[src/rtl/task_sequencer_pkg.sv]
// task_sequencer_pkg: shared definitions for the task sequencer slice.
// Holds the FSM state encoding, the default register-bank word width, the
// flag register addresses shared with the task blocks and a small helper
// that identifies the states in which the granted task owns the bank port.
package task_sequencer_pkg;

    localparam int WORD_WIDTH_DEF = 16;

    // Sequencer states, 3-bit encoding
    typedef enum logic [2:0] {
        ST_INIT    = 3'd0,
        ST_IDLE    = 3'd1,
        ST_START   = 3'd2,
        ST_WAIT    = 3'd3,
        ST_RELEASE = 3'd4,
        ST_NEXT    = 3'd5,
        ST_FINISH  = 3'd6
    } seq_state_t;

    // Flag registers in the shared bank that the task blocks read and write
    localparam logic [WORD_WIDTH_DEF-1:0] ADDR_AM_I_SINK       = 16'h0000;
    localparam logic [WORD_WIDTH_DEF-1:0] ADDR_FOR_AGGREGATION = 16'h0002;

    // The granted task may write the bank only while it is started, running
    // or being released; everywhere else its writes are dropped.
    function automatic logic bus_owned(input seq_state_t s);
        return (s == ST_START) || (s == ST_WAIT) || (s == ST_RELEASE);
    endfunction

endpackage

[src/rtl/task_sequencer_if.sv]
// task_sequencer_if: start/en/done handshake plus the shared register-bank
// port between the sequencer (master) and the task array / bank (slave).
// Task address and data buses are flattened, task i at [i*WORD_WIDTH +: WORD_WIDTH].
interface task_sequencer_if
    import task_sequencer_pkg::*;
#(
    parameter int N_TASKS    = 4,
    parameter int WORD_WIDTH = WORD_WIDTH_DEF
);

    logic [N_TASKS-1:0]            start_vec;
    logic [N_TASKS-1:0]            en_vec;
    logic [N_TASKS-1:0]            done_vec;
    logic [N_TASKS*WORD_WIDTH-1:0] task_addr;
    logic [N_TASKS-1:0]            task_wr_en;
    logic [N_TASKS*WORD_WIDTH-1:0] task_wdata;
    logic [WORD_WIDTH-1:0]         task_rdata;
    logic [WORD_WIDTH-1:0]         mem_addr;
    logic                          mem_wr_en;
    logic [WORD_WIDTH-1:0]         mem_wdata;
    logic [WORD_WIDTH-1:0]         mem_rdata;

    modport master (
        output start_vec,
        output en_vec,
        input  done_vec,
        input  task_addr,
        input  task_wr_en,
        input  task_wdata,
        output task_rdata,
        output mem_addr,
        output mem_wr_en,
        output mem_wdata,
        input  mem_rdata
    );

    modport slave (
        input  start_vec,
        input  en_vec,
        output done_vec,
        output task_addr,
        output task_wr_en,
        output task_wdata,
        input  task_rdata,
        input  mem_addr,
        input  mem_wr_en,
        input  mem_wdata,
        output mem_rdata
    );

endinterface

[src/rtl/task_sequencer_mem_port_mux.sv]
// mem_port_mux: N-to-1 selection of the register-bank address, write data
// and write enable by the granted task index. The write enable is gated so
// that only a task that currently owns the port can write.
module mem_port_mux
    import task_sequencer_pkg::*;
#(
    parameter int N_TASKS    = 4,
    parameter int WORD_WIDTH = WORD_WIDTH_DEF
) (
    input  logic [3:0]                    cur_task,
    input  logic                          bus_active,
    input  logic [N_TASKS*WORD_WIDTH-1:0] task_addr,
    input  logic [N_TASKS-1:0]            task_wr_en,
    input  logic [N_TASKS*WORD_WIDTH-1:0] task_wdata,
    output logic [WORD_WIDTH-1:0]         mem_addr,
    output logic                          mem_wr_en,
    output logic [WORD_WIDTH-1:0]         mem_wdata
);

    logic sel_wr_en;

    // Pick the granted task's bus; an out-of-range index selects nothing
    always_comb begin
        mem_addr  = '0;
        mem_wdata = '0;
        sel_wr_en = 1'b0;
        for (int i = 0; i < N_TASKS; i++) begin
            if (cur_task == 4'(i)) begin
                mem_addr  = task_addr[i*WORD_WIDTH +: WORD_WIDTH];
                mem_wdata = task_wdata[i*WORD_WIDTH +: WORD_WIDTH];
                sel_wr_en = task_wr_en[i];
            end
        end
        mem_wr_en = sel_wr_en & bus_active;
    end

endmodule

[src/rtl/task_sequencer.sv]
// task_sequencer: runs tasks 0..N_TASKS-1 in order over the start/en/done
// handshake, one at a time, and grants the single register-bank port to the
// running task. All control outputs are registered and line up with the FSM
// state; the bank port mux is combinational.
// Optional build macro SEQ_TIMEOUT_EN adds a per-task WAIT watchdog that
// forces release after TIMEOUT_CYCLES and sets a sticky timeout_err bit.
module task_sequencer
    import task_sequencer_pkg::*;
#(
    parameter int N_TASKS        = 4,
    parameter int WORD_WIDTH     = WORD_WIDTH_DEF,
    parameter int TIMEOUT_CYCLES = 255
) (
    input  logic                  clock,
    input  logic                  nrst,
    input  logic                  run,
    task_sequencer_if.master      bus,
    output logic                  busy,
    output logic                  pass_done,
    output logic [3:0]            cur_task,
    output logic [N_TASKS-1:0]    timeout_err
);

    seq_state_t         state;
    seq_state_t         state_next;
    logic [3:0]         cur_next;
    logic [N_TASKS-1:0] start_d;
    logic [N_TASKS-1:0] en_d;
    logic               busy_d;
    logic               pass_d;
    logic               cur_done;
    logic               last_task;
    logic               bus_active;

    function automatic logic [N_TASKS-1:0] task_onehot(input logic [3:0] idx);
        logic [N_TASKS-1:0] v;
        v = '0;
        for (int i = 0; i < N_TASKS; i++) begin
            if (idx == 4'(i)) v[i] = 1'b1;
        end
        return v;
    endfunction

    // Done of the granted task only; other tasks' done lines are ignored
    always_comb begin
        cur_done = 1'b0;
        for (int i = 0; i < N_TASKS; i++) begin
            if (cur_task == 4'(i)) cur_done = bus.done_vec[i];
        end
    end

    assign last_task = (cur_task == 4'(N_TASKS - 1));

`ifdef SEQ_TIMEOUT_EN
    localparam int CNT_W = ($clog2(TIMEOUT_CYCLES + 1) < 8) ? 8 : $clog2(TIMEOUT_CYCLES + 1);

    logic [CNT_W-1:0] wait_cnt;
    logic             timeout_hit;

    // A coinciding done wins, so the timeout only fires with done still low
    assign timeout_hit = (state == ST_WAIT) && !cur_done &&
                         (wait_cnt == CNT_W'(TIMEOUT_CYCLES - 1));

    // WAIT cycle counter, held at zero outside WAIT so it starts fresh each entry
    always_ff @(posedge clock) begin
        if (!nrst || (state != ST_WAIT)) wait_cnt <= '0;
        else                             wait_cnt <= wait_cnt + CNT_W'(1);
    end

    // Sticky per-task watchdog flags, cleared only by reset
    always_ff @(posedge clock) begin
        if (!nrst)            timeout_err <= '0;
        else if (timeout_hit) timeout_err <= timeout_err | task_onehot(cur_task);
    end
`else
    assign timeout_err = '0;
`endif

    // Next-state and next-output decode; outputs are derived from the next
    // state so that the registered pulses coincide with their states
    always_comb begin
        state_next = state;
        cur_next   = cur_task;
        case (state)
            ST_INIT:    state_next = ST_IDLE;
            ST_IDLE: begin
                if (run) begin
                    cur_next   = '0;
                    state_next = ST_START;
                end
            end
            ST_START:   state_next = ST_WAIT;
            ST_WAIT: begin
                if (cur_done) state_next = ST_RELEASE;
`ifdef SEQ_TIMEOUT_EN
                else if (timeout_hit) state_next = ST_RELEASE;
`endif
            end
            ST_RELEASE: state_next = ST_NEXT;
            ST_NEXT: begin
                if (last_task) begin
                    state_next = ST_FINISH;
                end else begin
                    cur_next   = cur_task + 4'd1;
                    state_next = ST_START;
                end
            end
            ST_FINISH:  state_next = ST_IDLE;
            default:    state_next = ST_INIT;
        endcase

        start_d = (state_next == ST_START) ? task_onehot(cur_next) : '0;
        // INIT releases every task at once to resynchronise the array
        if (state == ST_INIT)                en_d = '1;
        else if (state_next == ST_RELEASE)   en_d = task_onehot(cur_next);
        else                                 en_d = '0;
        busy_d = (state_next == ST_START) || (state_next == ST_WAIT) ||
                 (state_next == ST_RELEASE) || (state_next == ST_NEXT);
        pass_d = (state_next == ST_FINISH);
    end

    // State and registered control outputs; reset aborts any pass in flight
    always_ff @(posedge clock) begin
        if (!nrst) begin
            state         <= ST_INIT;
            cur_task      <= '0;
            bus.start_vec <= '0;
            bus.en_vec    <= '0;
            busy          <= 1'b0;
            pass_done     <= 1'b0;
        end else begin
            state         <= state_next;
            cur_task      <= cur_next;
            bus.start_vec <= start_d;
            bus.en_vec    <= en_d;
            busy          <= busy_d;
            pass_done     <= pass_d;
        end
    end

    assign bus_active     = bus_owned(state);
    assign bus.task_rdata = bus.mem_rdata;

    mem_port_mux #(
        .N_TASKS    (N_TASKS),
        .WORD_WIDTH (WORD_WIDTH)
    ) u_mem_port_mux (
        .cur_task   (cur_task),
        .bus_active (bus_active),
        .task_addr  (bus.task_addr),
        .task_wr_en (bus.task_wr_en),
        .task_wdata (bus.task_wdata),
        .mem_addr   (bus.mem_addr),
        .mem_wr_en  (bus.mem_wr_en),
        .mem_wdata  (bus.mem_wdata)
    );

endmodule

[src/flat_wrapper.sv]
// flat-port wrapper written by rule: the top's interface ports become plain ports
module task_sequencer_flat import task_sequencer_pkg::*;
#(
    parameter int N_TASKS        = 4,
    parameter int WORD_WIDTH     = WORD_WIDTH_DEF,
    parameter int TIMEOUT_CYCLES = 255
)
  (clock, nrst, run, busy, pass_done, cur_task, timeout_err, bus_start_vec, bus_en_vec, bus_done_vec, bus_task_addr, bus_task_wr_en, bus_task_wdata, bus_task_rdata, bus_mem_addr, bus_mem_wr_en, bus_mem_wdata, bus_mem_rdata);
  task_sequencer_if #(.N_TASKS(N_TASKS), .WORD_WIDTH(WORD_WIDTH)) bus_i ();
  input  logic clock;
  input  logic nrst;
  input  logic run;
  output logic busy;
  output logic pass_done;
  output logic [3:0] cur_task;
  output logic [N_TASKS-1:0] timeout_err;
  output wire logic [$bits(bus_i.start_vec)-1:0] bus_start_vec;
  output wire logic [$bits(bus_i.en_vec)-1:0] bus_en_vec;
  input wire logic [$bits(bus_i.done_vec)-1:0] bus_done_vec;
  input wire logic [$bits(bus_i.task_addr)-1:0] bus_task_addr;
  input wire logic [$bits(bus_i.task_wr_en)-1:0] bus_task_wr_en;
  input wire logic [$bits(bus_i.task_wdata)-1:0] bus_task_wdata;
  output wire logic [$bits(bus_i.task_rdata)-1:0] bus_task_rdata;
  output wire logic [$bits(bus_i.mem_addr)-1:0] bus_mem_addr;
  output wire logic [$bits(bus_i.mem_wr_en)-1:0] bus_mem_wr_en;
  output wire logic [$bits(bus_i.mem_wdata)-1:0] bus_mem_wdata;
  input wire logic [$bits(bus_i.mem_rdata)-1:0] bus_mem_rdata;
  assign bus_start_vec = bus_i.start_vec;
  assign bus_en_vec = bus_i.en_vec;
  assign bus_i.done_vec = bus_done_vec;
  assign bus_i.task_addr = bus_task_addr;
  assign bus_i.task_wr_en = bus_task_wr_en;
  assign bus_i.task_wdata = bus_task_wdata;
  assign bus_task_rdata = bus_i.task_rdata;
  assign bus_mem_addr = bus_i.mem_addr;
  assign bus_mem_wr_en = bus_i.mem_wr_en;
  assign bus_mem_wdata = bus_i.mem_wdata;
  assign bus_i.mem_rdata = bus_mem_rdata;
  task_sequencer #(.N_TASKS(N_TASKS), .WORD_WIDTH(WORD_WIDTH), .TIMEOUT_CYCLES(TIMEOUT_CYCLES)) u_core (.clock(clock), .nrst(nrst), .run(run), .bus(bus_i), .busy(busy), .pass_done(pass_done), .cur_task(cur_task), .timeout_err(timeout_err));
endmodule
[config.mk]
export PLATFORM = sky130hd
export DESIGN_NAME = task_sequencer_flat
export DESIGN_NICKNAME = d
export VERILOG_FILES = /design/src/rtl/task_sequencer_pkg.sv /design/src/rtl/task_sequencer_if.sv /design/src/rtl/task_sequencer_mem_port_mux.sv /design/src/rtl/task_sequencer.sv /design/src/flat_wrapper.sv
export SDC_FILE = /design/constraint.sdc
export NUM_CORES = 1
export LEC_CHECK = 0
export ABC_AREA = 1
export CAP_MARGIN = 40
export CORE_MARGIN = 10
export CORE_UTILIZATION = 29
export DETAILED_ROUTE_END_ITERATION = 16
export GPL_TIMING_DRIVEN = 0
export PLACE_DENSITY = 0.93
export SLEW_MARGIN = 0
export SYNTH_ARGS = -nofsm -noshare
export SYNTH_HDL_FRONTEND = slang
export SYNTH_SLANG_ARGS = --single-unit
[constraint.sdc]
create_clock -name clock -period 2.3 [get_ports clock]
set_input_delay 0.575 -clock clock [delete_from_list [all_inputs] [get_ports clock]]
set_output_delay 0.575 -clock clock [all_outputs]
set_load 0.005 [all_outputs]
==> results.rst <==
.. list-table::
   :header-rows: 1

   * - Metric
     - Value
   * - CTS tree
     - done
   * - Number of vias per cell
     - 5.01
   * - Post-synthesis area per instance
     - 5.57 sq um
   * - Clock edge transition at the registers on the reported setup and hold paths
     - 60 ps
   * - Fraction of final layout cells with drive strength greater than 1
     - 30.2%
   * - Max-slew violations
     - 0
   * - Final std cells w/o fill
     - 686
   * - Final critical-path required period
     - 2510 ps
   * - Bufs on Longest Clock Path
     - 2
   * - DRC viols
     - 0
   * - Number of cells on the worst reg-to-reg path
     - 12
   * - Sequential share of power
     - 28.3%
   * - Number of primary I/O pins
     - 222
   * - WL per Instance
     - 19.3 um
   * - Cells after synthesis
     - 370
   * - Setup Skew
     - 3.74 ps
   * - Launching instance or port of the critical path
     - u_core.cur_task[1]$_SDFF_PN0_
   * - Switch Pwr
     - 0.307 mW
   * - Area taken by multi-input logic gates
     - 1680 sq um
   * - Hold Worst Slack
     - 619 ps
   * - Register area
     - 349 sq um
   * - Number of hold-repair buffers added at the cts stage
     - 0
   * - Setup repair after global routing missed its margin
     - true
   * - Wire length after detailed routing
     - 13.3 mm
   * - Root Driver
     - clkbuf_8
   * - Overall power
     - 1.11 mW
   * - Area growth from synthesis to layout
     - 121%
   * - Remaining antenna violation count
     - 0
   * - Sort of element at the end of the critical path
     - primary output
   * - Part of the Yosys area used for sequential elements
     - 16.5%
   * - Pre-antenna DRT Iters
     - 4
   * - Failing checks
     - negative setup slack
   * - Leak pwr
     - 2.00 nW
   * - Post-synthesis instance area
     - 2060 sq um
   * - Maximum number of pins on one net before global-route repair
     - 11
   * - PortBufs
     - 201
   * - Overall track demand over capacity in global routing
     - 21.1%
   * - Nets
     - 750
   * - Initial antenna violation count
     - 0
   * - Worst endpoint required time
     - 1730 ps
   * - Fmax
     - 398 MHz
   * - Die Height
     - 104 um
   * - Critical R2R Capture
     - u_core.bus.en_vec[2]$_SDFF_PN0_
   * - Starting Density
     - 30.0%
   * - Internal Power
     - 0.799 mW
   * - First-pass GRT wire length
     - 18.7 mm
   * - Worst-path maximum fanout
     - 5
   * - Horizontal die dimension
     - 104 um
   * - Arrival time of the worst setup path
     - 1940 ps
   * - Final core occ
     - 66.3%
   * - Crit path max-delay cell type
     - dfxtp_4
   * - Vias
     - 3436
   * - PwrDens
     - 243 nW/um^2
   * - Switching part of the total
     - 27.8%
   * - Place WS
     - -807 ps
   * - H-Tree Depth
     - 1
   * - Path type of the worst min-delay path
     - reg2reg
   * - HPWL after detailed placement
     - 10.4 mm
   * - Number of violations of the max-capacitance limit
     - 0
   * - Final setup viols
     - 33
   * - Endpoint of the most critical setup path
     - bus_mem_wdata[9]
   * - Least setup slack across all paths after layout
     - -212 ps
   * - Number of global-route vias before repair
     - 3273
   * - Number of instances in the placed design
     - 670
   * - Launching point of the worst reg2reg path
     - u_core.cur_task[0]$_SDFF_PN0_
   * - Core area
     - 6870 sq um
   * - Final count of hold timing violations
     - 0
   * - Part of the total power dissipated in combinational logic
     - 51.6%
   * - Total die area
     - 10900 sq um
   * - Diode insertion count for antenna repair
     - 0
   * - Cell-by-cell trace of the critical path
     - inv_4 -> ha_4 -> nor4_4 -> buf_6 -> buf_6 -> nand2_1 -> nand3_1 -> o21ai_1 -> o21ai_1 -> buf_2
   * - Synth Register Bits
     - 17
   * - TritonCTS Buffers
     - 3
   * - # clock sinks
     - 17
   * - Library cells used by synthesis
     - 29
   * - Status
     - finished with violations
   * - Power share of the clock group
     - 20.1%
   * - Most frequently used flop master after synthesis
     - dfxtp_1
   * - Kind of launch point of the worst setup path
     - register
   * - First-iteration detailed-routing DRC count
     - 163
   * - Number of placement rows
     - 30
   * - Worst reg-to-reg setup slack
     - 590 ps
   * - Final GP Congestion
     - 0.850
   * - Final worst path period share
     - 109%
   * - Critical path start-end classification
     - reg2out
   * - FFs w/ async S/R, synth
     - 0%
   * - Number of enable-type register cells in the synthesized netlist
     - 0
   * - Min-Delay Startpoint
     - u_core.cur_task[2]$_SDFF_PN0_
   * - Number of warning messages in the yosys log
     - 0
   * - Critical Path Max Stage Delay
     - 360 ps
   * - Maximum vdd ir drop
     - 0.302 mV
   * - Fill cells
     - 568
   * - Total global routing overflow
     - 0
   * - Latest clock arrival within the worst-skew pair
     - 260 ps
[sequential cells by signal, summed over array words and instances (netlist names)]
signal and cells:
u_core.bus.en_vec 4, u_core.bus.start_vec 4, u_core.cur_task 4, u_core.state 3, u_core.busy 1, u_core.pass_done 1
[timing repair]
action | CTS | global route
pin swaps | 11 | 24
setup buffers | 8 | 1
cloned | 3 | 0
endpoints found under the setup margin | 33 | 33
resized for setup | 193 | 62
[power by group through the flow]
stage / logic [mW] / clock network (mW) / registers (mW)
6_report: 0.571 / 0.222 / 0.313
5_1_grt: 0.611 / 0.238 / 0.314
4_1_cts: 0.530 / 0.226 / 0.313
3_5_place_dp: 0.551 / 0 / 0.321
3_3_place_gp: 0.539 / 0 / 0.321
2_1_floorplan: 0.150 / 0 / 0.322
[cells in the mapped netlist (7+ instances only)]
| master | instances | share of area (%) |
|---|---|---|
| a21oi_1 | 9 | 2.2 |
| nand2_1 | 129 | 23 |
| buf_4 | 21 | 7.6 |
| dfxtp_1 | 17 | 17 |
| o21ai_1 | 62 | 15 |
| nor2_1 | 16 | 2.9 |
| inv_2 | 7 | 1.3 |
| inv_1 | 11 | 2.0 |
| buf_2 | 7 | 1.7 |
| nand3_1 | 44 | 11 |
| clkbuf_1 | 8 | 1.5 |
| nand2_2 | 7 | 2.1 |
[kinds of logic after synthesis]
kind of cell             count (synthesis)  share of synthesized area, %
flip-flops                              17                          16.5
buffers and inverters                   59                          15.5
adder cells (fa/ha/maj)                  4                          2.43
AND/OR/NAND/NOR                        211                          46.1
AO/OA/AOI/OAI                           78                          19.3
other                                    1                         0.182
[layer usage]
| metal | part of all wire, % | vias up | track usage, % |
|---|---|---|---|
| met1 | 37 | 1609 | 22.9 |
| met4 | 1.7 | 0 | 3.78 |
| met5 | 0 | - | 0 |
| met2 | 55 | 172 | 40.6 |
| met3 | 7.0 | 18 | 4.71 |
| li1 | - | 1637 | - |
[metrics by stage]
step / cell area, sq um / TNS [ps]
global placement: 4210 / -22320
CTS: 4320 / -4210
detailed placement: 4210 / -23460
global route: 4560 / -8190
floorplan: 2070 / 0
finish: 4560 / -5120
[critical path, delay by kind of cell, from the launching register on]
family	cells	cell delay (ps)
buffers and inverters	4	500
AO/OA/AOI/OAI	2	230
flip-flops	1	360
adder cells (fa/ha/maj)	1	170
AND/OR/NAND/NOR	3	420
[worst min-delay path by stage]
stage | end | slack, ps | depth (start not counted)
final | u_core.cur_task[2]$_SDFF_PN0_ | 620 | 2
after global routing | u_core.cur_task[2]$_SDFF_PN0_ | 660 | 2
after CTS | u_core.state[0]$_SDFF_PN0_ | 620 | 3
after floorplan | u_core.state[0]$_SDFF_PN0_ | 570 | 3
after detailed placement | u_core.state[0]$_SDFF_PN0_ | 610 | 3
after global placement | u_core.state[0]$_SDFF_PN0_ | 580 | 3
[cell usage in the layout, fill, tap and decap left out, types with 14 or more instances in the layout]
cell,instances
clkdlybuf4s50_1,168
nand2_1,109
o21ai_1,51
buf_2,34
buf_4,31
nand3_2,23
nand2_2,22
nand3_1,22
nor2_1,16
o21ai_2,15
dfxtp_1,14
[area by class of cell]
class,count,area share [%]
flip-flops and latches,17,7.66
clock buffers,4,0.989
well taps,96,2.64
multi-input cells,297,36.9
inverters,19,1.73
repair buffers,213,42.9
plain buffers,40,7.14
Note: power is estimated with default switching activity, not from simulation.
